File: config.mk
export PLATFORM = sky130hd
export DESIGN_NAME = vga_sync_gen
export DESIGN_NICKNAME = d
export VERILOG_FILES = /design/src/rtl/vga_timing_pkg.sv /design/src/rtl/vga_axis_cnt.sv /design/src/rtl/vga_sync_gen.sv
export SDC_FILE = /design/constraint.sdc
export NUM_CORES = 1
export LEC_CHECK = 0
export ABC_AREA = 1
export CAP_MARGIN = 20
export CORE_MARGIN = 2
export CORE_UTILIZATION = 50
export DETAILED_ROUTE_END_ITERATION = 8
export PLACE_DENSITY = 0.72
export SETUP_SLACK_MARGIN = 0.1
export SYNTH_ARGS = -nofsm -noshare
export SYNTH_HDL_FRONTEND = slang
export SYNTH_HIERARCHICAL = 1
export SYNTH_SLANG_ARGS = --single-unit
File: constraint.sdc
create_clock -name CLK_IN -period 2.9 [get_ports CLK_IN]
set_clock_uncertainty 0.15 [all_clocks]
set_input_delay 0.29 -clock CLK_IN [delete_from_list [all_inputs] [get_ports CLK_IN]]
set_output_delay 0.29 -clock CLK_IN [all_outputs]
set_load 0.05 [all_outputs]
File: src/rtl/vga_timing_pkg.sv
// Shared VGA timing defaults, axis-length derivation and the lock/run FSM encoding.
// Default timing is 640x480 at a 25 MHz pixel clock.
package vga_timing_pkg;

    localparam int CNT_W = 10;

    localparam int H_ACTIVE_DEF    = 640;
    localparam int H_FP_DEF        = 16;
    localparam int H_SYNC_DEF      = 96;
    localparam int H_BP_DEF        = 48;
    localparam int V_ACTIVE_DEF    = 480;
    localparam int V_FP_DEF        = 10;
    localparam int V_SYNC_DEF      = 2;
    localparam int V_BP_DEF        = 33;
    localparam int LOCK_SETTLE_DEF = 16;

    function automatic int axis_total(input int active, input int fp, input int sync, input int bp);
        return active + fp + sync + bp;
    endfunction

    localparam int HT_DEF = axis_total(H_ACTIVE_DEF, H_FP_DEF, H_SYNC_DEF, H_BP_DEF);
    localparam int VT_DEF = axis_total(V_ACTIVE_DEF, V_FP_DEF, V_SYNC_DEF, V_BP_DEF);

    typedef enum logic [1:0] {
        ST_WAIT_LOCK = 2'd0,
        ST_SETTLE    = 2'd1,
        ST_RUN       = 2'd2
    } state_t;

endpackage

File: src/rtl/vga_axis_cnt.sv
// Wrapping 0..MODULUS-1 counter with synchronous clear (priority over enable)
// and a terminal-count flag that is high while the counter sits on its last value.
module vga_axis_cnt
    import vga_timing_pkg::*;
#(
    parameter int WIDTH   = CNT_W,
    parameter int MODULUS = HT_DEF
) (
    input  logic             clk,
    input  logic             rst_n,
    input  logic             en,
    input  logic             clr,
    output logic [WIDTH-1:0] cnt,
    output logic             tc
);

    localparam logic [WIDTH-1:0] LAST = WIDTH'(MODULUS - 1);

    logic [WIDTH-1:0] cnt_reg;

    always_ff @(posedge clk or negedge rst_n) begin
        if (!rst_n) begin
            cnt_reg <= '0;
        end else if (clr) begin
            cnt_reg <= '0;
        end else if (en) begin
            cnt_reg <= (cnt_reg == LAST) ? '0 : cnt_reg + 1'b1;
        end
    end

    assign cnt = cnt_reg;
    assign tc  = (cnt_reg == LAST);

endmodule

File: src/rtl/vga_sync_gen.sv
// VGA timing generator: qualifies the DCM lock, then runs h/v counters and
// emits registered sync, data-enable, position and start-of-line/frame strobes.
module vga_sync_gen
    import vga_timing_pkg::*;
#(
    parameter int H_ACTIVE    = H_ACTIVE_DEF,
    parameter int H_FP        = H_FP_DEF,
    parameter int H_SYNC      = H_SYNC_DEF,
    parameter int H_BP        = H_BP_DEF,
    parameter int V_ACTIVE    = V_ACTIVE_DEF,
    parameter int V_FP        = V_FP_DEF,
    parameter int V_SYNC      = V_SYNC_DEF,
    parameter int V_BP        = V_BP_DEF,
    parameter bit SYNC_POL    = 1'b0,
    parameter int LOCK_SETTLE = LOCK_SETTLE_DEF
) (
    input  logic             CLK_IN,
    input  logic             RST_N_IN,
    input  logic             LOCKED_IN,
    output logic             HSYNC_OUT,
    output logic             VSYNC_OUT,
    output logic             DE_OUT,
    output logic [CNT_W-1:0] X_OUT,
    output logic [CNT_W-1:0] Y_OUT,
    output logic             LINE_START_OUT,
    output logic             FRAME_START_OUT,
    output logic             READY_OUT
);

    localparam int HT = axis_total(H_ACTIVE, H_FP, H_SYNC, H_BP);
    localparam int VT = axis_total(V_ACTIVE, V_FP, V_SYNC, V_BP);
    localparam int SW = $clog2(LOCK_SETTLE) + 1;

    localparam logic [CNT_W-1:0] H_ACT_END = CNT_W'(H_ACTIVE);
    localparam logic [CNT_W-1:0] HS_BEG    = CNT_W'(H_ACTIVE + H_FP);
    localparam logic [CNT_W-1:0] HS_END    = CNT_W'(H_ACTIVE + H_FP + H_SYNC);
    localparam logic [CNT_W-1:0] V_ACT_END = CNT_W'(V_ACTIVE);
    localparam logic [CNT_W-1:0] VS_BEG    = CNT_W'(V_ACTIVE + V_FP);
    localparam logic [CNT_W-1:0] VS_END    = CNT_W'(V_ACTIVE + V_FP + V_SYNC);
    localparam logic [SW-1:0]    SETTLE_LAST = SW'(LOCK_SETTLE - 1);

    logic [1:0]       sync_reg;
    logic             lock_s;
    state_t           state_reg;
    logic [SW-1:0]    settle_reg;
    logic [CNT_W-1:0] h_cnt;
    logic [CNT_W-1:0] v_cnt;
    logic             h_tc;
    logic             v_tc_unused;
    logic             run;
    logic             cnt_clr;
    logic             in_active;
    logic             in_hsync;
    logic             in_vsync;

    logic             hsync_reg;
    logic             vsync_reg;
    logic             de_reg;
    logic [CNT_W-1:0] x_reg;
    logic [CNT_W-1:0] y_reg;
    logic             line_start_reg;
    logic             frame_start_reg;
    logic             ready_reg;

    always_ff @(posedge CLK_IN or negedge RST_N_IN) begin
        if (!RST_N_IN) begin
            sync_reg <= 2'b00;
        end else begin
            sync_reg <= {sync_reg[0], LOCKED_IN};
        end
    end

    assign lock_s = sync_reg[1];
    assign run    = (state_reg == ST_RUN);
    // Counters sit at zero outside RUN and are zeroed on the RUN->WAIT_LOCK edge,
    // so the first RUN cycle always decodes position (0,0).
    assign cnt_clr = !run || !lock_s;

    vga_axis_cnt #(.WIDTH(CNT_W), .MODULUS(HT)) u_h_cnt (
        .clk   (CLK_IN),
        .rst_n (RST_N_IN),
        .en    (run),
        .clr   (cnt_clr),
        .cnt   (h_cnt),
        .tc    (h_tc)
    );

    vga_axis_cnt #(.WIDTH(CNT_W), .MODULUS(VT)) u_v_cnt (
        .clk   (CLK_IN),
        .rst_n (RST_N_IN),
        .en    (run && h_tc),
        .clr   (cnt_clr),
        .cnt   (v_cnt),
        .tc    (v_tc_unused)
    );

    assign in_active = (h_cnt < H_ACT_END) && (v_cnt < V_ACT_END);
    assign in_hsync  = (h_cnt >= HS_BEG) && (h_cnt < HS_END);
    assign in_vsync  = (v_cnt >= VS_BEG) && (v_cnt < VS_END);

    always_ff @(posedge CLK_IN or negedge RST_N_IN) begin
        if (!RST_N_IN) begin
            state_reg       <= ST_WAIT_LOCK;
            settle_reg      <= '0;
            hsync_reg       <= ~SYNC_POL;
            vsync_reg       <= ~SYNC_POL;
            de_reg          <= 1'b0;
            x_reg           <= '0;
            y_reg           <= '0;
            line_start_reg  <= 1'b0;
            frame_start_reg <= 1'b0;
            ready_reg       <= 1'b0;
        end else begin
            case (state_reg)
                ST_WAIT_LOCK: begin
                    settle_reg <= '0;
                    if (lock_s) begin
                        state_reg <= ST_SETTLE;
                    end
                end
                ST_SETTLE: begin
                    if (!lock_s) begin
                        state_reg <= ST_WAIT_LOCK;
                    end else if (settle_reg == SETTLE_LAST) begin
                        state_reg <= ST_RUN;
                    end else begin
                        settle_reg <= settle_reg + 1'b1;
                    end
                end
                ST_RUN: begin
                    if (!lock_s) begin
                        state_reg <= ST_WAIT_LOCK;
                    end
                end
                default: begin
                    state_reg <= ST_WAIT_LOCK;
                end
            endcase

            // Output decode uses the pre-edge state and counters: one cycle of latency.
            hsync_reg       <= (run && in_hsync) ? SYNC_POL : ~SYNC_POL;
            vsync_reg       <= (run && in_vsync) ? SYNC_POL : ~SYNC_POL;
            de_reg          <= run && in_active;
            x_reg           <= (run && in_active) ? h_cnt : '0;
            y_reg           <= (run && in_active) ? v_cnt : '0;
            line_start_reg  <= run && (h_cnt == '0);
            frame_start_reg <= run && (h_cnt == '0) && (v_cnt == '0);
            ready_reg       <= run;
        end
    end

    assign HSYNC_OUT       = hsync_reg;
    assign VSYNC_OUT       = vsync_reg;
    assign DE_OUT          = de_reg;
    assign X_OUT           = x_reg;
    assign Y_OUT           = y_reg;
    assign LINE_START_OUT  = line_start_reg;
    assign FRAME_START_OUT = frame_start_reg;
    assign READY_OUT       = ready_reg;

endmodule

==> results.json, run 1 <==
{
  "track_usage_pct": 17.3,
  "synth_xor_area_share_pct": 0.621,
  "dp_slack_ps": 738,
  "p_total_mw": 1.26,
  "async_reset_ff_share_pct": 100,
  "vias": 2134,
  "drv_slew": 0,
  "numCtsBuffers": 5,
  "grt_antenna_before_repair": 0,
  "multiInputGateArea_um2": 1200,
  "grt_pass1_wl_um": 8580,
  "ys_ff_latch": 55,
  "muxShareOfSynthArea_pct": 0,
  "synthTopCellsByCount": "nand2_1 (91), dfrtp_1 (53), inv_1 (43)",
  "ff2ff_path_depth": 13,
  "via_per_inst": 4.77,
  "final_util_pct": 59.6,
  "drv_cap": 0,
  "drt_iter0_drc": 87,
  "cts.sinks": 55,
  "num_rows": 27,
  "cp.arrival_ps": 2290,
  "worst_slew_pin_slew_ps": 677,
  "finalSetupTns_ps": 0,
  "diodes": 0,
  "fillCellCount": 506,
  "layout_min_cycle_time_ps": 2200,
  "worst_hold_path_type": "register to register",
  "cts.clk_slew.worst_paths_ps": 100,
  "start_util_pct": 51.5,
  "root_buffer": "clkbuf_8",
  "finalSetupViolCount": 0,
  "synth_compound_area_share_pct": 4.04,
  "wl_per_cell_um": 10.8,
  "powerDensity_nw_per_um2": 385,
  "postLayoutCellArea_um2": 3260,
  "gp_congestion": 0.899,
  "synth_fa_ha_area_share_pct": 2.22,
  "cp.required_ps": 2990,
  "postSynthAreaPerCell_um2": 8.29,
  "die_w_um": 79.1,
  "area_growth_pct": 15.7,
  "hold_ws_ps": 211,
  "syn-num-nets": 348,
  "post-cts-setup-buffers": 0,
  "syn_inst": 340,
  "finalHoldViolations": 0,
  "synth_top_family_by_area": "simple AND/OR/NAND/NOR gates",
  "grt_pass1_vias": 1971,
  "clock_path_buffers": 2,
  "dieArea_um2": 6260,
  "synth.distinct_cells": 33,
  "routed_wl_um": 4820,
  "status": "completed",
  "synth_edf_count": 0,
  "h-tree-depth": 2,
  "synth_top_area_cell": "dfrtp_1",
  "clk-insertion-delay-late_ps": 310,
  "finalNetCount": 382,
  "synthSimpleGateAreaFrac_pct": 35.6,
  "max_freq_mhz": 455,
  "setup_ws_ps": 703,
  "endpoint_kind": "register",
  "dp_hpwl_um": 3540,
  "yosysMostFrequentCell": "nand2_1",
  "critPathKind": "register to register",
  "synth-main-ff-cell": "dfrtp_1",
  "drive_above_1_share_pct": 20.5,
  "regArea_um2": 1380,
  "rsz0062_at_grt": "false",
  "synthTopCellsByArea": "dfrtp_1 (47%), nand2_1 (12%), nor2_2 (6.9%), inv_1 (5.7%), nor2_1 (4.1%)",
  "tritoncts": "built",
  "final_cells": 447,
  "hold_depth": 0,
  "pin_count": 29,
  "relSlewSlack_pct": 54.9,
  "ys_seq_area_share_pct": 48.9,
  "synth_top_area_share_pct": 47.0,
  "syn_area_um2": 2820,
  "start_kind": "register",
  "placed_cells_incl_taps": 438,
  "p_leak_nw": 1.53,
  "gr-total-overflow": 0,
  "placed_area_um2": 3160,
  "vdd_drop_max_v": 0.000308,
  "dr.pass1.iters": 6,
  "dieHeight_um": 79.1,
  "grt_max_degree": 56,
  "drc": 0,
  "yosys_warnings": 6,
  "cts_resized": 0,
  "core_um2": 5470,
  "io_buffers": 28,
  "period_share_pct": 75.7,
  "critPathMaxFanout": 7,
  "ant_nets": 0
}
==> report_power, final <==
part / total (mW) / internal, mW / switching, mW / leakage (nW)
sequential: 0.787 / 0.776 / 0.0104 / 0.751
clock: 0.427 / 0.174 / 0.253 / 0.0485
combinational: 0.0439 / 0.0129 / 0.0310 / 0.729
total: 1.26 / 0.963 / 0.294 / 1.53
==> worst max-delay path, stage by stage, from the launching register on <==
cell     delay [ps]
dfrtp_1         420
ha_1            240
nand2_4          90
nor2_8          110
nand3_4         100
inv_1            70
inv_1            30
nor2_1          280
inv_2           100
nand2_4         140
nand2_2          70
o21ai_1         140
nand2_1          90
a21oi_2         100
==> worst paths after layout <==
check	from	end	slack [ps]
worst max-delay path	u_h_cnt/cnt[1]	u_v_cnt/cnt[4]	700
worst min-delay path	sync_reg[0]	sync_reg[1]	210
worst max register to register	u_h_cnt/cnt[1]	u_v_cnt/cnt[4]	700
worst min register to register	sync_reg[0]	sync_reg[1]	210
max in group asynchronous	RST_N_IN	u_v_cnt/cnt[8]	1660
min in group asynchronous	RST_N_IN	settle_reg[3]	460
==> metal layers <==
metal,track usage [%],vias up,part of all wire (%)
met1,22.0,981,48
met3,3.07,6,3.5
met2,29.2,48,48
met4,6.72,0,1.3
met5,0,-,0
li1,-,1099,-
==> logic make-up (layout without fill, tap and decap cells) <==
group,after synthesis,count (layout)
AND/OR/NAND/NOR,202,202
buffers and inverters,59,94
flip-flops,55,55
AO/OA/AOI/OAI,16,16
adder cells (fa/ha/maj),5,5
XOR/XNOR,2,2
other,1,1
==> placed cells by master, fill, tap and decap left out, types with 2 or more instances in the layout <==
cell	netlist	routed
dfstp_2	2	2
clkdlybuf4s50_1	0	27
nand4_1	10	10
xor2_1	2	2
nand3_2	3	3
nor2_4	3	3
ha_1	5	5
a21oi_1	6	6
a21oi_2	3	3
nor2_2	31	31
o21ai_1	2	2
clkbuf_8	0	5
inv_2	12	12
nand2_2	6	6
nand3_1	16	16
inv_1	43	43
nor3_1	2	2
or2_1	2	2
dfrtp_1	53	53
nor2_1	31	31
nand2_1	91	91
nand2_4	3	3
==> timing repair <==
action	in CTS	in global routing
hold buffers	1	0
hold endpoints to repair	53	0
setup endpoints to repair	0	0
==> layout make-up <==
| cell class | count | share of cell area, % |
|---|---|---|
| Clock buffer | 5 | 2.11 |
| Clock inverter | 3 | 0.690 |
| Inverter | 56 | 6.44 |
| Multi-Input combinational cell | 226 | 36.8 |
| Sequential cell | 55 | 42.2 |
| Tap cell | 72 | 2.76 |
| Timing Repair Buffer | 30 | 8.97 |
Power figures use the tool's default switching activity.
==> inputs of run 2 (changes only) <==
clock period = 2.09 ns   (was 2.9 ns; I/O delays follow)
==> run 2 against run 1 <==
Effect of this change: count of clock-buffer cells in the layout stayed put; non-clock buffer count is 11 higher; via count is 2.6% higher; power is 39% higher; global-route usage is 0.58 points higher; clock power is 38% higher; sequential share of layout area is 1.2 points lower; largest power group unchanged.
==> results.json, run 2 (synthesis results as in run 1) <==
{
  "r2r_end": "u_v_cnt/cnt[1]",
  "critPathMaxFanout": 4,
  "r2r_start": "u_h_cnt/cnt[0]",
  "tritoncts": "built",
  "hold_ws_ps": 186,
  "max_freq_mhz": 540,
  "drc": 0,
  "powerDensity_nw_per_um2": 518,
  "routed_wl_um": 5080,
  "die_w_um": 79.1,
  "cp.required_ps": 2190,
  "drive_above_1_share_pct": 23.6,
  "h-tree-depth": 2,
  "finalSetupTns_ps": 0,
  "finalNetCount": 393,
  "start_util_pct": 51.5,
  "vdd_drop_max_v": 0.000378,
  "status": "completed",
  "track_usage_pct": 17.8,
  "cts.clk_slew.worst_paths_ps": 100,
  "dieArea_um2": 6260,
  "most-common-layout-cells": "nand2_1 (91), dfrtp_1 (52), inv_1 (43)",
  "num_rows": 27,
  "io_buffers": 28,
  "grt_pass1_wl_um": 8930,
  "dieHeight_um": 79.1,
  "relSlewSlack_pct": 60.8,
  "ff2ff_path_depth": 13,
  "period_share_pct": 88.6,
  "finalSetupViolCount": 0,
  "diodes": 0,
  "critPathKind": "register to register",
  "start_kind": "register",
  "clk-insertion-delay-late_ps": 300,
  "wl_per_cell_um": 11.1,
  "r2r_slack_ps": 240,
  "setup_ws_ps": 238,
  "gr-total-overflow": 0,
  "pin_count": 29,
  "grt_max_degree": 23,
  "final_common_cell": "nand2_1",
  "cp-endpoint": "u_v_cnt/cnt[1]",
  "clock_path_buffers": 2,
  "gp_congestion": 0.949,
  "endpoint_kind": "register",
  "finalHoldViolations": 0,
  "worst_slew_pin_slew_ps": 587,
  "grt_antenna_before_repair": 0,
  "cp-startpoint": "u_h_cnt/cnt[0]",
  "dp_slack_ps": 87.2,
  "drt_iter0_drc": 137,
  "dp_hpwl_um": 3810,
  "p_leak_nw": 1.57,
  "via_per_inst": 4.78,
  "core_um2": 5470,
  "drv_cap": 0,
  "drv_slew": 0,
  "rsz0062_at_grt": "true",
  "area_growth_pct": 19.3,
  "cp.arrival_ps": 1950,
  "worst_hold_path_type": "input port to register",
  "vias": 2189,
  "dr.pass1.iters": 4,
  "cts.sinks": 55,
  "ant_nets": 0,
  "root_buffer": "clkbuf_8",
  "numCtsBuffers": 5,
  "layout_min_cycle_time_ps": 1850,
  "grt_pass1_vias": 2015
}
## run 2: how the worst min path moves through the flow
stage / from / to / cells past startpoint
floorplan: RST_N_IN / DE_OUT / 0
global placement: RST_N_IN / u_h_cnt/cnt[4] / 1
detailed placement: RST_N_IN / u_h_cnt/cnt[4] / 1
CTS: LOCKED_IN / sync_reg[0] / 1
global route: LOCKED_IN / sync_reg[0] / 1
finish: LOCKED_IN / sync_reg[0] / 1
## run 2: timing repair
item	4_1_cts	5_1_grt
setup buffers	1	3
hold endpoints to repair	20	0
hold buffers	1	0
pin swaps	0	3
resized for setup	1	5
setup endpoints to repair	3	11
## run 2: report_power, final
| group | total, mW | leakage [nW] | internal [mW] | switching (mW) |
|---|---|---|---|---|
| Sequential | 1.09 | 0.749 | 1.08 | 0.0141 |
| Combinational | 0.0633 | 0.780 | 0.0190 | 0.0443 |
| Clock | 0.590 | 0.0408 | 0.240 | 0.350 |
| Total | 1.74 | 1.57 | 1.34 | 0.408 |
## run 2: area by class of cell
type                            instances  area [um^2]
Clock buffer                            5         68.8
Clock inverter                          3         23.8
Fill cell                             488         2110
Inverter                               56          210
Multi-Input combinational cell        226         1220
Sequential cell                        55         1380
Tap cell                               72         90.1
Timing Repair Buffer                   41          377
## run 2: critical path, stage by stage (launching register included)
cell and delay, ps:
dfrtp_1 440, ha_4 170, nand2_4 80, nor2_8 110, nand3_4 100, inv_1 70
inv_1 40, nor2_2 120, inv_2 70, nor2_1 140, inv_1 70, nor2_2 120
nand2_1 60, nand2_1 60
## run 2: metrics by stage
| stage | util [%] | cells | power [mW] | instance area [um^2] |
|---|---|---|---|---|
| floorplan | - | 340 | 1.14 | 2820 |
| global placement | 58.8 | 445 | 1.17 | 3220 |
| detailed placement | 58.8 | 445 | 1.18 | 3220 |
| CTS | 60.7 | 455 | 1.78 | 3320 |
| global route | 61.5 | 458 | 1.82 | 3370 |
| finish | 61.5 | 458 | 1.74 | 3370 |
## run 2: metal layers
layer	vias up	global-route usage [%]	routed length, um
met2	44	28.1	2410
met4	0	6.38	79
met5	-	0	0
met3	8	2.84	180
li1	1124	-	-
met1	1013	25.0	2410
==> patch 1: new RTL, flow settings as in run 2 <==
Set the package constant `CNT_W` to 14 (it was 10).
--- a/src/rtl/vga_timing_pkg.sv
+++ b/src/rtl/vga_timing_pkg.sv
@@ -4,3 +4,3 @@
 
-    localparam int CNT_W = 10;
+    localparam int CNT_W = 14;
 
Interface: changed (resized X_OUT and Y_OUT); port bits go from 29 to 37. No check against the original RTL was run, so the function may have changed too.
==> patch 1 against run 2 <==
- core utilization increased by 3.7 points
- count of clock-buffer cells in the layout increased by 4
- sequential cell count grew 16
- synthesized area rose by 27%
- wire length rose by 48%
- cell area rose by 33%
- fmax decreased by 0.93%
- total power increased by 51%
- worst setup slack worse by 17 ps
- clock power is 90% higher
- non-clock buffer count is 12 higher
==> patch 1: results (changes against run 2) <==
| Metric | Value |
|---|---|
| Status | completed (unchanged) |
| Combinational power | 0.000115 W (was 0.0000633 W) |
| Max IR drop VDD | 473 uV (was 378 uV) |
| Sw Pwr | 0.000647 W (was 0.000408 W) |
| Via count | 3059 (was 2189) |
| Total routing usage reported by global routing | 0.202 (was 0.178) |
| First-pass GRT wire length | 12200 um (was 8930 um) |
| Hold crit path type | primary input to register (unchanged) |
| Clock transition at path regs | 80 ps (was 100 ps) |
| Maximum level of the CTS H-tree | 3 (was 2) |
| DRT Pass-1 Iters | 5 (was 4) |
| Initial antenna violation count | 0 (unchanged) |
| CLK BUF | 9 (was 5) |
| Sequential share of cell area | 0.397 (was 0.410) |
| Signal buffers | 53 (was 41) |
| Normalized max-slew margin | 0.661 (was 0.608) |
| Multi-input combinational area share | 0.357 (was 0.361) |
| CP max-delay cell | dfrtp_1 (unchanged) |
| Share of cells above drive strength 1 | 0.201 (was 0.236) |
| Multi-input gates | 310 (was 226) |
| Clk_lat worst skew | 350 ps (was 300 ps) |
| Required time worst endpoint | 2210 ps (was 2190 ps) |
| Slowest Stage Delay on Critical Path | 400 ps (was 440 ps) |
| Layout filler cell count | 569 (was 488) |
| PortBufs | 36 (was 28) |
| CP Max Fanout | 5 (was 4) |
| Non-CTS inverters | 73 (was 56) |
| Placer congestion estimate | 0.924 (was 0.949) |
| Dpl ws | 79.8 ps (was 87.2 ps) |
| Buffering overhead | 0.111 (was 0.112) |
| Routed len/inst | 12.2 um (was 11.1 um) |
| Synth warnings | 6 (unchanged) |
| CTS root buffer | clkbuf_8 (unchanged) |
| Starting DRT DRC Count | 222 (was 137) |
| Leakage | 2.00 nW (was 1.57 nW) |
| Hpwl dp | 5290 um (was 3810 um) |
| CTS Sinks | 71 (was 55) |
| Nets | 526 (was 393) |
| Ant diodes | 0 (unchanged) |
| Vias in the first global route | 2765 (was 2015) |
| Largest net degree at the start of global routing | 72 (was 23) |
| Clock-cell share of area | 0.0455 (was 0.0275) |
| Max Root-Sink Buffers | 2 (unchanged) |
| Sequential power share | 0.533 (was 0.626) |
==> patch 1: changes by cell type in the layout (fill, tap and decap cells not counted), sizes merged, moves of 16 or more <==
cell	before	now
nor2	66	102
inv	56	73
o21ai	4	20
nand3	20	36
dfrtp	53	69
==> patch 1: what timing repair did <==
action                     CTS  global route
pin swaps                    0             8
gates resized for setup      3            18
hold buffers                 1             0
setup endpoints to repair    4            11
hold endpoints to repair    69             0
gates cloned                 0             1
buffers inserted             0             1
==> patch 1: through the flow <==
| stage | total power [W] | area, sq um | hold WS, ps | cells |
|---|---|---|---|---|
| floorplan | 0.00149 | 3620 | -237 | 456 |
| global placement | 0.00154 | 4180 | 110 | 600 |
| detailed placement | 0.00155 | 4180 | 113 | 600 |
| CTS | 0.00266 | 4400 | 140 | 617 |
| global route | 0.00272 | 4480 | 136 | 619 |
| finish | 0.00263 | 4480 | 148 | 619 |
==> patch 1: routing by layer <==
layer	vias to the layer above	wire length, um	track usage
met3	14	349	0.0326
met5	-	0	0
met1	1427	3360	0.265
met2	100	3670	0.333
met4	0	159	0.0854
li1	1518	-	-
==> patch 1: path summary, 6_finish.rpt <==
path	slack, ps	cells after the start	to	startpoint
hold / removal	150	1	sync_reg[0]	LOCKED_IN
max in group asynchronous	1190	3	VSYNC_OUT	RST_N_IN
setup / recovery	220	14	u_v_cnt/cnt[4]	u_h_cnt/cnt[1]
setup reg to reg	220	14	u_v_cnt/cnt[4]	u_h_cnt/cnt[1]
min in group asynchronous	250	3	X_OUT[2]	RST_N_IN
hold reg to reg	210	0	sync_reg[1]	sync_reg[0]
==> patch 1: worst max-delay path, delay by kind of cell, from the launching register on <==
kind                     cells  cell delay, ps
AND/OR/NAND/NOR              8             690
flip-flops                   1             400
buffers and inverters        4             240
adder cells (fa/ha/maj)      1             170
XOR/XNOR                     1             140
==> patch 2: new RTL, config.mk and constraints of run 2 <==
Made on the original files. `x_reg` and `y_reg` no longer have a reset.
--- a/src/rtl/vga_sync_gen.sv
+++ b/src/rtl/vga_sync_gen.sv
@@ -107,4 +107,2 @@
             de_reg          <= 1'b0;
-            x_reg           <= '0;
-            y_reg           <= '0;
             line_start_reg  <= 1'b0;
@@ -143,4 +141,2 @@
             de_reg          <= run && in_active;
-            x_reg           <= (run && in_active) ? h_cnt : '0;
-            y_reg           <= (run && in_active) ? v_cnt : '0;
             line_start_reg  <= run && (h_cnt == '0);
@@ -149,2 +145,7 @@
         end
+    end
+
+    always_ff @(posedge CLK_IN) begin
+        x_reg <= (run && in_active) ? h_cnt : '0;
+        y_reg <= (run && in_active) ? v_cnt : '0;
     end
Function: no difference found for any inputs over 10 cycles, from zero or initial values and one cycle with RST_N_IN low; that may be too few to reach the edited logic, so the function may still have changed.
==> patch 2 against run 2 <==
- sequential cell count did not move
- worst setup slack got worse by 52 ps
- total power up 5.7%
- wire length down 4.5%
- sequential share of layout area is 1.9 points lower
- cell area is 2.8% lower
- synthesized area shrank 3.2%
- highest routed layer unchanged
- critical endpoint is now u_v_cnt/cnt[3]
==> patch 2: results (changes against run 2) <==
| Metric | Value |
|---|---|
| Max IR drop VDD | 315 uV (was 378 uV) |
| CP Max Fanout | 8 (was 4) |
| DR WL met3 | 137 um (was 180 um) |
| Placer congestion estimate | 0.884 (was 0.949) |
| Compound-Gate Fraction of Synth Area | 0.0459 (was 0.0404) |
| Critical path arrival | 1990 ps (was 1950 ps) |
| Inst Count DP | 442 (was 445) |
| Via count | 2142 (was 2189) |
| Met1 wire length | 2350 um (was 2410 um) |
| Largest net degree at the start of global routing | 36 (was 23) |
| Dpl ws | 133 ps (was 87.2 ps) |
| First-pass GRT wire length | 8630 um (was 8930 um) |
| Power share of the combinational group | 0.031 (was 0.036) |
| Post-synthesis sequential area ratio | 0.469 (was 0.489) |
| Status | completed (unchanged) |
| Nets | 389 (was 393) |
| Post-Synth XOR/XNOR Area | 0.00642 (was 0.00621) |
| Total routing usage reported by global routing | 0.178 (about the same) |
| Leakage | 1.43 nW (was 1.57 nW) |
| Post-Synth Adder-Cell Area | 0.0229 (was 0.0222) |
| Post-route insts no fill | 452 (was 458) |
| Initial antenna violation count | 0 (unchanged) |
| Library cells used by synthesis | 36 (was 33) |
| Commonest cells in the synthesized netlist | nand2_1, inv_1, dfrtp_1 (was nand2_1, dfrtp_1, inv_1) |
| Routed len/inst | 10.7 um (was 11.1 um) |
| Vias in the first global route | 2020 (was 2015) |
| Starting DRT DRC Count | 99 (was 137) |
| Fraction of registers with async set/reset | 0.636 (was 1.00) |
| Pint | 0.00147 W (was 0.00134 W) |
| Hold crit path type | primary input to async pin (was primary input to register) |
| WL met2 | 2300 um (was 2410 um) |
| Synthesized instance count | 341 (was 340) |
| Top layer in use | met4 (unchanged) |
patch 2: cell count changes after synthesis:
cell / run 2 / this run
or2_1: 2 / 1
o22ai_1: 0 / 1
nor3_1: 2 / 3
a21oi_1: 6 / 5
nand2_1: 91 / 86
nor3b_1: 0 / 1
nor2_2: 31 / 30
nor2_1: 31 / 32
inv_2: 12 / 14
nand3_1: 16 / 17
dfrtp_1: 53 / 33
o21ai_1: 2 / 4
dfxtp_1: 0 / 20
patch 2: kinds of logic after synthesis:
| family | Yosys count |
|---|---|
| XOR/XNOR | 2 |
| adder cells (fa/ha/maj) | 5 |
| buffers and inverters | 61 |
| AND/OR/NAND/NOR | 199 |
| flip-flops | 55 |
| AO/OA/AOI/OAI | 18 |
| other | 1 |
patch 2: power by group through the flow:
stage / clock network (W) / registers, W / logic, W
after detailed placement: 0 / 0.00110 / 0.0000587
after global routing: 0.000781 / 0.00108 / 0.0000679
after global placement: 0 / 0.00110 / 0.0000581
after floorplan: 0 / 0.00110 / 0.0000280
after CTS: 0.000737 / 0.00108 / 0.0000589
final: 0.000707 / 0.00108 / 0.0000576
patch 2: final timing paths:
check,start,endpoint,depth (start not counted)
max,u_h_cnt/cnt[0],u_v_cnt/cnt[3],13
min,RST_N_IN,settle_reg[2],2
max reg2reg,u_h_cnt/cnt[0],u_v_cnt/cnt[3],13
min reg2reg,sync_reg[0],sync_reg[1],0
max in group asynchronous,RST_N_IN,VSYNC_OUT,2
min in group CLK_IN,LOCKED_IN,sync_reg[0],1
patch 2: through the flow:
stage                     area [sq um]  total power, W
after floorplan                   2730         0.00113
after global placement            3110         0.00116
after detailed placement          3110         0.00116
after CTS                         3240         0.00188
after global routing              3270         0.00193
final                             3270         0.00184
patch 2: layer usage:
| layer | vias to the layer above | track usage |
|---|---|---|
| met4 | 0 | 0.0661 |
| li1 | 1118 | - |
| met1 | 980 | 0.220 |
| met5 | - | 0 |
| met3 | 7 | 0.0372 |
| met2 | 37 | 0.304 |
patch 2: cell type report:
type / instances / area, sq um
multi-input cells: 225 / 1220
flip-flops and latches: 55 / 1280
fillers: 456 / 1900
repair buffers: 36 / 345
clock buffers: 8 / 123
inverters: 58 / 218
well taps: 70 / 87.6
patch 2: repair_timing:
item / in CTS / in global routing
resized for setup: 1 / 5
buffers inserted: 0 / 2
endpoints found under the setup margin: 1 / 12
pin swaps: 0 / 2
patch 2: critical path: stages, from the launching register on:
cell	delay [ps]
dfrtp_1	450
ha_4	180
nand2_4	80
nor2_8	110
nand3_4	100
inv_1	60
inv_1	40
nor2_2	130
inv_2	70
nand2_4	100
inv_2	100
o21bai_2	110
nand2_1	70
a21oi_2	100
